**src/rtl/vend_pkg.sv**
```systemverilog
// Shared types for the vending credit controller: FSM states and coin codes.
// Latency: n/a (types and a pure function only).
// Backpressure: n/a.
package vend_pkg;

    typedef enum logic [1:0] {
        IDLE    = 2'd0,
        COLLECT = 2'd1,
        VEND    = 2'd2,
        CHANGE  = 2'd3
    } state_t;

    localparam logic [1:0] COIN_NONE = 2'b00;
    localparam logic [1:0] COIN_5    = 2'b01;
    localparam logic [1:0] COIN_10   = 2'b10;
    localparam logic [1:0] COIN_25   = 2'b11;

    // Credit units carried by each coin code; one unit is worth 5.
    function automatic logic [2:0] coin_value(input logic [1:0] code);
        case (code)
            COIN_5:  return 3'd1;
            COIN_10: return 3'd2;
            COIN_25: return 3'd5;
            default: return 3'd0;
        endcase
    endfunction

endpackage

```
**src/rtl/vend_credit_fsm_if.sv**
```systemverilog
// Bundle between the coin front-end / actuators (master) and the controller (slave).
// Latency: n/a (wires only).
// Backpressure: vend_ready and change_ready throttle the controller's valids.
interface vend_credit_fsm_if #(
    parameter int CREDIT_W = 6
) ();
    logic                coin_valid;
    logic [1:0]          coin;
    logic                cancel;
    logic                vend_valid;
    logic                vend_ready;
    logic                change_valid;
    logic                change_ready;
    logic [CREDIT_W-1:0] credit;
    logic                coin_reject;
    logic                busy;

    modport master (
        output coin_valid, coin, cancel, vend_ready, change_ready,
        input  vend_valid, change_valid, credit, coin_reject, busy
    );

    modport slave (
        input  coin_valid, coin, cancel, vend_ready, change_ready,
        output vend_valid, change_valid, credit, coin_reject, busy
    );
endinterface

```
**src/rtl/vend_coin_decode.sv**
```systemverilog
// Maps a raw coin code to its credit value and flags whether it is a real coin.
// Latency: combinational.
// Backpressure: none.
module vend_coin_decode
    import vend_pkg::*;
(
    input  logic       coin_valid,
    input  logic [1:0] coin,
    output logic [2:0] val,
    output logic       legal
);
    assign val   = coin_value(coin);
    assign legal = coin_valid && (coin != COIN_NONE);
endmodule

```
**src/rtl/vend_credit_fsm.sv**
```systemverilog
// Vending controller: accumulates coin credit, requests one vend at PRICE, then pays change one unit at a time.
// Latency: one cycle from coin/cancel/handshake to every registered output.
// Backpressure: vend_valid / change_valid hold (credit frozen) until the matching ready is sampled high.
module vend_credit_fsm
    import vend_pkg::*;
#(
    parameter int PRICE      = 3,
    parameter int MAX_CREDIT = 20,
    parameter int CREDIT_W   = 6
) (
    input  logic               clk,
    input  logic               reset,
    vend_credit_fsm_if.slave   bus
);
    localparam logic [CREDIT_W:0] PRICE_SUM = (CREDIT_W+1)'(PRICE);
    localparam logic [CREDIT_W:0] MAX_SUM   = (CREDIT_W+1)'(MAX_CREDIT);

    state_t              state_q, state_d;
    logic [CREDIT_W-1:0] credit_q, credit_d;
    logic                vend_valid_q, vend_valid_d;
    logic                change_valid_q, change_valid_d;
    logic                coin_reject_q, coin_reject_d;
    logic                busy_q, busy_d;

    logic [2:0]          coin_val;
    logic                coin_legal;
    logic [CREDIT_W:0]   sum;

    vend_coin_decode u_decode (
        .coin_valid (bus.coin_valid),
        .coin       (bus.coin),
        .val        (coin_val),
        .legal      (coin_legal)
    );

    // One spare bit so an overflowing coin is detected rather than wrapped.
    assign sum = {1'b0, credit_q} + {{(CREDIT_W-2){1'b0}}, coin_val};

    always_ff @(posedge clk) begin
        if (reset) begin
            state_q        <= IDLE;
            credit_q       <= '0;
            vend_valid_q   <= 1'b0;
            change_valid_q <= 1'b0;
            coin_reject_q  <= 1'b0;
            busy_q         <= 1'b0;
        end else begin
            state_q        <= state_d;
            credit_q       <= credit_d;
            vend_valid_q   <= vend_valid_d;
            change_valid_q <= change_valid_d;
            coin_reject_q  <= coin_reject_d;
            busy_q         <= busy_d;
        end
    end

    always_comb begin
        state_d       = state_q;
        credit_d      = credit_q;
        coin_reject_d = 1'b0;
        case (state_q)
            IDLE, COLLECT: begin
                if (bus.cancel && state_q == COLLECT) begin
                    // Cancel wins over a coin arriving in the same cycle.
                    state_d       = CHANGE;
                    coin_reject_d = bus.coin_valid;
                end else if (bus.coin_valid) begin
                    if (coin_legal && !bus.cancel && sum <= MAX_SUM) begin
                        if (sum >= PRICE_SUM) begin
                            state_d  = VEND;
                            credit_d = CREDIT_W'(sum - PRICE_SUM);
                        end else begin
                            state_d  = COLLECT;
                            credit_d = CREDIT_W'(sum);
                        end
                    end else begin
                        coin_reject_d = 1'b1;
                    end
                end
            end
            VEND: begin
                coin_reject_d = bus.coin_valid;
                if (bus.vend_ready) begin
                    state_d = (credit_q != '0) ? CHANGE : IDLE;
                end
            end
            CHANGE: begin
                coin_reject_d = bus.coin_valid;
                if (credit_q == '0) begin
                    state_d = IDLE;
                end else if (bus.change_ready) begin
                    credit_d = credit_q - 1'b1;
                    if (credit_q == CREDIT_W'(1)) begin
                        state_d = IDLE;
                    end
                end
            end
            default: begin
                state_d  = IDLE;
                credit_d = '0;
            end
        endcase
    end

    // Flags follow the next state so they line up with the state register.
    always_comb begin
        vend_valid_d   = (state_d == VEND);
        change_valid_d = (state_d == CHANGE);
        busy_d         = (state_d == VEND) || (state_d == CHANGE);
    end

    assign bus.vend_valid   = vend_valid_q;
    assign bus.change_valid = change_valid_q;
    assign bus.credit       = credit_q;
    assign bus.coin_reject  = coin_reject_q;
    assign bus.busy         = busy_q;

endmodule

```
**src/flat_wrapper.sv**
```systemverilog
// flat-port wrapper written by rule: the top's interface ports become plain ports
module vend_credit_fsm_flat import vend_pkg::*;
#(
    parameter int PRICE      = 3,
    parameter int MAX_CREDIT = 20,
    parameter int CREDIT_W   = 6
)
  (clk, reset, bus_coin_valid, bus_coin, bus_cancel, bus_vend_ready, bus_change_ready, bus_vend_valid, bus_change_valid, bus_credit, bus_coin_reject, bus_busy);
  vend_credit_fsm_if #(.CREDIT_W(CREDIT_W)) bus_i ();
  input  logic clk;
  input  logic reset;
  input wire logic [$bits(bus_i.coin_valid)-1:0] bus_coin_valid;
  input wire logic [$bits(bus_i.coin)-1:0] bus_coin;
  input wire logic [$bits(bus_i.cancel)-1:0] bus_cancel;
  input wire logic [$bits(bus_i.vend_ready)-1:0] bus_vend_ready;
  input wire logic [$bits(bus_i.change_ready)-1:0] bus_change_ready;
  output wire logic [$bits(bus_i.vend_valid)-1:0] bus_vend_valid;
  output wire logic [$bits(bus_i.change_valid)-1:0] bus_change_valid;
  output wire logic [$bits(bus_i.credit)-1:0] bus_credit;
  output wire logic [$bits(bus_i.coin_reject)-1:0] bus_coin_reject;
  output wire logic [$bits(bus_i.busy)-1:0] bus_busy;
  assign bus_i.coin_valid = bus_coin_valid;
  assign bus_i.coin = bus_coin;
  assign bus_i.cancel = bus_cancel;
  assign bus_i.vend_ready = bus_vend_ready;
  assign bus_i.change_ready = bus_change_ready;
  assign bus_vend_valid = bus_i.vend_valid;
  assign bus_change_valid = bus_i.change_valid;
  assign bus_credit = bus_i.credit;
  assign bus_coin_reject = bus_i.coin_reject;
  assign bus_busy = bus_i.busy;
  vend_credit_fsm #(.PRICE(PRICE), .MAX_CREDIT(MAX_CREDIT), .CREDIT_W(CREDIT_W)) u_core (.clk(clk), .reset(reset), .bus(bus_i));
endmodule
```
**config.mk**
```make
export PLATFORM = sky130hd
export DESIGN_NAME = vend_credit_fsm_flat
export DESIGN_NICKNAME = d
export VERILOG_FILES = /design/src/rtl/vend_pkg.sv /design/src/rtl/vend_credit_fsm_if.sv /design/src/rtl/vend_coin_decode.sv /design/src/rtl/vend_credit_fsm.sv /design/src/flat_wrapper.sv
export SDC_FILE = /design/constraint.sdc
export NUM_CORES = 1
export LEC_CHECK = 0
export ABC_AREA = 1
export CAP_MARGIN = 20
export CORE_MARGIN = 4
export CORE_UTILIZATION = 48
export CTS_CLUSTER_SIZE = 24
export DETAILED_ROUTE_END_ITERATION = 7
export GPL_TIMING_DRIVEN = 1
export PLACE_DENSITY = 0.81
export SLEW_MARGIN = 40
export SYNTH_ARGS = -nofsm -noshare
export SYNTH_HDL_FRONTEND = slang
export SYNTH_SLANG_ARGS = --single-unit
```
**constraint.sdc**
```tcl
create_clock -name clk -period 2.2 [get_ports clk]
set_input_delay 0.44 -clock clk [delete_from_list [all_inputs] [get_ports clk]]
set_output_delay 0.44 -clock clk [all_outputs]
set_load 0.02 [all_outputs]
```
==> out/results.txt <==
In this run the clock root is driven by a sky130_fd_sc_hd__clkbuf_4. The final count of hold timing violations was 0. The library cell used most frequently in the layout, excluding fill and tap cells, is sky130_fd_sc_hd__nand2_1. The startpoint of the worst-slack reg-to-reg timing path is u_core.bus.credit[0]. Setup repair after global routing could not meet its margin everywhere. The run finished, with violations left. The run gives 0 as the number of warning messages in the yosys log.

Category of the worst setup path launch point: a primary input. The checks that failed: negative setup slack. The shortest clock period the worst path allows after layout was 2256 ps; the top-level I/O count was 18. The share of the synthesized area in compound gates (AO/OA/AOI/OAI) was 0.09892; the number of buffers between clock root and the deepest sink was 2. In this run, post-CTS hold repair placed 0 buffers. The synthesized netlist cell count is 191.

The sink of the worst hold path was u_core.bus.coin_reject. The via count of the first global-routing pass is 1339. The detailed-placement wirelength estimate is 2538 um, and the worst hold path cell count is 2. For the die area, the log shows 3276 sq um.

Slew of the pin with the lowest slew margin: 495.8 ps. The count of max-cap constraint violations is 0. The tools report the kind of end point of the critical path as a flop. The final-report max-slew violation count was 0; the fraction of post-synthesis cell area in the top cell type by area was 0.2065.

In this run the critical register-to-register path is captured at u_core.bus.credit[2]. For the final routed database, the setup TNS stands at -238.4 ps. For the number of core rows, the log shows 17. The initial DRC count is 95, and the area share of fa/ha/maj cells after synthesis is 0.09247.

TritonCTS built the clock tree. Data on the critical path is required at its endpoint by 2380 ps. IR analysis of the VDD net gives a maximum drop of 0.5911 mV. The number of antenna violations at the first check in global routing came out at 0. The placer congestion estimate came out at 0.8918.

The total of flip-flops plus latches after synthesis is 12, and the static leakage is 0.8210 nW. Yosys attributes the largest share of cell area to sky130_fd_sc_hd__dfxtp_1 (21%), sky130_fd_sc_hd__nand2_1 (15%), sky130_fd_sc_hd__nand3_1 (11%). The number of nets produced by synthesis came out at 207. sky130_fd_sc_hd__dfxtp_1 takes more of the synthesized area than any other cell. The floorplan step set the die height to 57.24 um. The tools report the wire length after detailed routing as 3470 um.

The proportion of layout cells with a drive suffix above 1 was 0.2857. Across all register-to-register paths, the minimum setup slack is -50 ps. The layout has 182 filler cells. The multiplexer area fraction after synthesis is 0, and the post-layout utilization of the core is 0.7164. Setup violations remaining at the end of the flow were counted as 7.

The synthesized netlist contains 24 unique library cells. The startpoint identified for the worst hold timing path is u_core.state_q[1]. Clock skew after layout: 4.169 ps.

By area, the combinational part of the netlist is dominated by simple AND/OR/NAND/NOR gates. For the all-layer global routing usage, the log shows 0.2174. The CTS H-tree depth was 1; the number of port buffers was 17.

The number of nets in the final layout is 248, and the routed wirelength normalized by instance count is 13.40 um. In the layout the commonest cells are sky130_fd_sc_hd__nand2_1 (41), sky130_fd_sc_hd__inv_1 (24), sky130_fd_sc_hd__nand3_1 (24). The post-detailed-route DRC marker count was 0. The post-synthesis share of cell area spent on and, or, nand and nor gates was 0.4828; the antenna diode count was 0. Entering global routing, the biggest net connects 12 pins.

For the worst setup path, the data arrival time is 2430 ps. The post-synthesis average cell area was 6.092 sq um; the post-CTS clock slew at the launch and capture registers of the worst setup and hold paths was 80 ps. The average via count per standard cell is 5.556, and the area inside the core boundary is 2255 sq um. The post-synthesis xor/xnor area fraction was 0.01505; the synthesis-to-finish area growth was 38.82%. The synthesized netlist occupies a cell area of 1164 sq um.

Once detail routing completed, the nets flagged for antenna violations numbered 0. Prior to clock tree synthesis, the placed netlist has a worst setup slack of -702.1 ps. Global routing finished with a remaining overflow of 0. In this run the power density over the cells is 760.9 nW/um^2. The depth of the most critical reg-to-reg path is 15, and the length of the first detailed-routing pass in iterations is 6. The die is 57.24 um wide.

The run gives 0.6669 as the remaining max-slew budget at the tightest pin. The initial standard-cell utilization of the core is 0.5161, and the largest fanout of any net on the critical path is 5. The share of the cycle needed by the critical path after routing came out at 1.025. Clock tree synthesis inserted a total of 3 buffers.

The clock reaches the later pin of the worst-skew pair after 280 ps. The first-pass GRT wire length is 5678 um, and the vias after detailed routing is 1439. The classification of the worst setup path was primary input to flop. In this run the worst hold path is classified as flop to flop. The number of clock sinks seen by CTS was 12; the final worst-path setup slack was -55.88 ps. The sequential fraction of the synthesis area came out at 0.2065. Timing would allow up to 443.3 MHz.
## where the power goes
group          total (mW)  switching [mW]  internal, mW
clock               0.179          0.0779         0.101
sequential          0.289          0.0380         0.251
combinational       0.761           0.446         0.315
total                1.23           0.562         0.667
## synth_stat cells, drive strengths merged
cell,instances
nand2,56
inv,29
nand3,27
nor2,26
dfxtp,12
a21oi,9
o21ai,9
ha,7
nand4,5
clkbuf,2
xor2,2
a31oi,1
and2,1
clkinv,1
fa,1
nor3,1
o211ai,1
or2,1
## registers in the layout, indices dropped and copies added (netlist names)
name / flops
u_core.bus.busy: 1
u_core.bus.change_valid: 1
u_core.state_q: 2
u_core.bus.vend_valid: 1
u_core.bus.coin_reject: 1
u_core.bus.credit: 6
## per-stage QoR
step / cells / power [mW] / hold slack (ps) / cell area [sq um]
final: 259 / 1.229 / 563.7 / 1615
after global routing: 259 / 1.330 / 600.7 / 1615
after CTS: 259 / 1.173 / 568.3 / 1568
after detailed placement: 252 / 0.9718 / 549.4 / 1498
after global placement: 252 / 0.9581 / 541.4 / 1498
after floorplan: 191 / 0.7303 / 505.0 / 1165
## what timing repair did
item,CTS,global route
gates resized for setup,16,17
pin swaps,13,15
setup buffers,2,0
endpoints found under the setup margin,11,11
cloned,1,0
## how the worst max path moves through the flow
stage | start | to | cells past startpoint
6_report | bus_coin[1] | u_core.bus.credit[2] | 17
5_1_grt | u_core.bus.credit[0] | u_core.bus.credit[4] | 14
4_1_cts | u_core.bus.credit[0] | u_core.bus.credit[1] | 16
3_5_place_dp | bus_coin[1] | u_core.bus.credit[1] | 18
3_3_place_gp | bus_coin[0] | u_core.bus.credit[1] | 16
2_1_floorplan | bus_coin[0] | u_core.bus.credit[0] | 16
## final cells by class
type	count	area [sq um]	share of cell area
Multi-Input combinational cell	148	877.1	0.5430
Timing Repair Buffer	37	310.3	0.1921
Clock buffer	4	36.28	0.02246
Sequential cell	12	242.7	0.1503
Inverter	30	113.9	0.07049
Tap cell	28	35.03	0.02169
## per-layer routing
| metal | up-vias | part of all wire | GRT usage |
|---|---|---|---|
| met2 | 75 | 0.49 | 0.3817 |
| met5 | - | 0 | 0 |
| li1 | 695 | - | - |
| met4 | 0 | 0.023 | 0.07947 |
| met1 | 657 | 0.42 | 0.2660 |
| met3 | 12 | 0.067 | 0.03394 |
## critical path: stages
cell	delay, ps
sky130_fd_sc_hd__buf_2	100
sky130_fd_sc_hd__inv_2	40
sky130_fd_sc_hd__nor2_4	110
sky130_fd_sc_hd__inv_1	80
sky130_fd_sc_hd__fa_2	570
sky130_fd_sc_hd__ha_2	180
sky130_fd_sc_hd__inv_2	30
sky130_fd_sc_hd__nor2_2	90
sky130_fd_sc_hd__nand3_1	60
sky130_fd_sc_hd__nor2_1	90
sky130_fd_sc_hd__nand2_1	70
sky130_fd_sc_hd__nand2_2	100
sky130_fd_sc_hd__nand2_4	80
sky130_fd_sc_hd__nand2_8	90
sky130_fd_sc_hd__nand3_1	90
sky130_fd_sc_hd__nor2_1	120
sky130_fd_sc_hd__nor2_1	50
## cells by family after synthesis
| logic type | after synthesis |
|---|---|
| compound gates | 20 |
| xor+xnor | 2 |
| fa+ha+maj | 8 |
| buf+inv | 32 |
| flops | 12 |
| simple gates | 117 |
(Power assumes the default switching activity.)
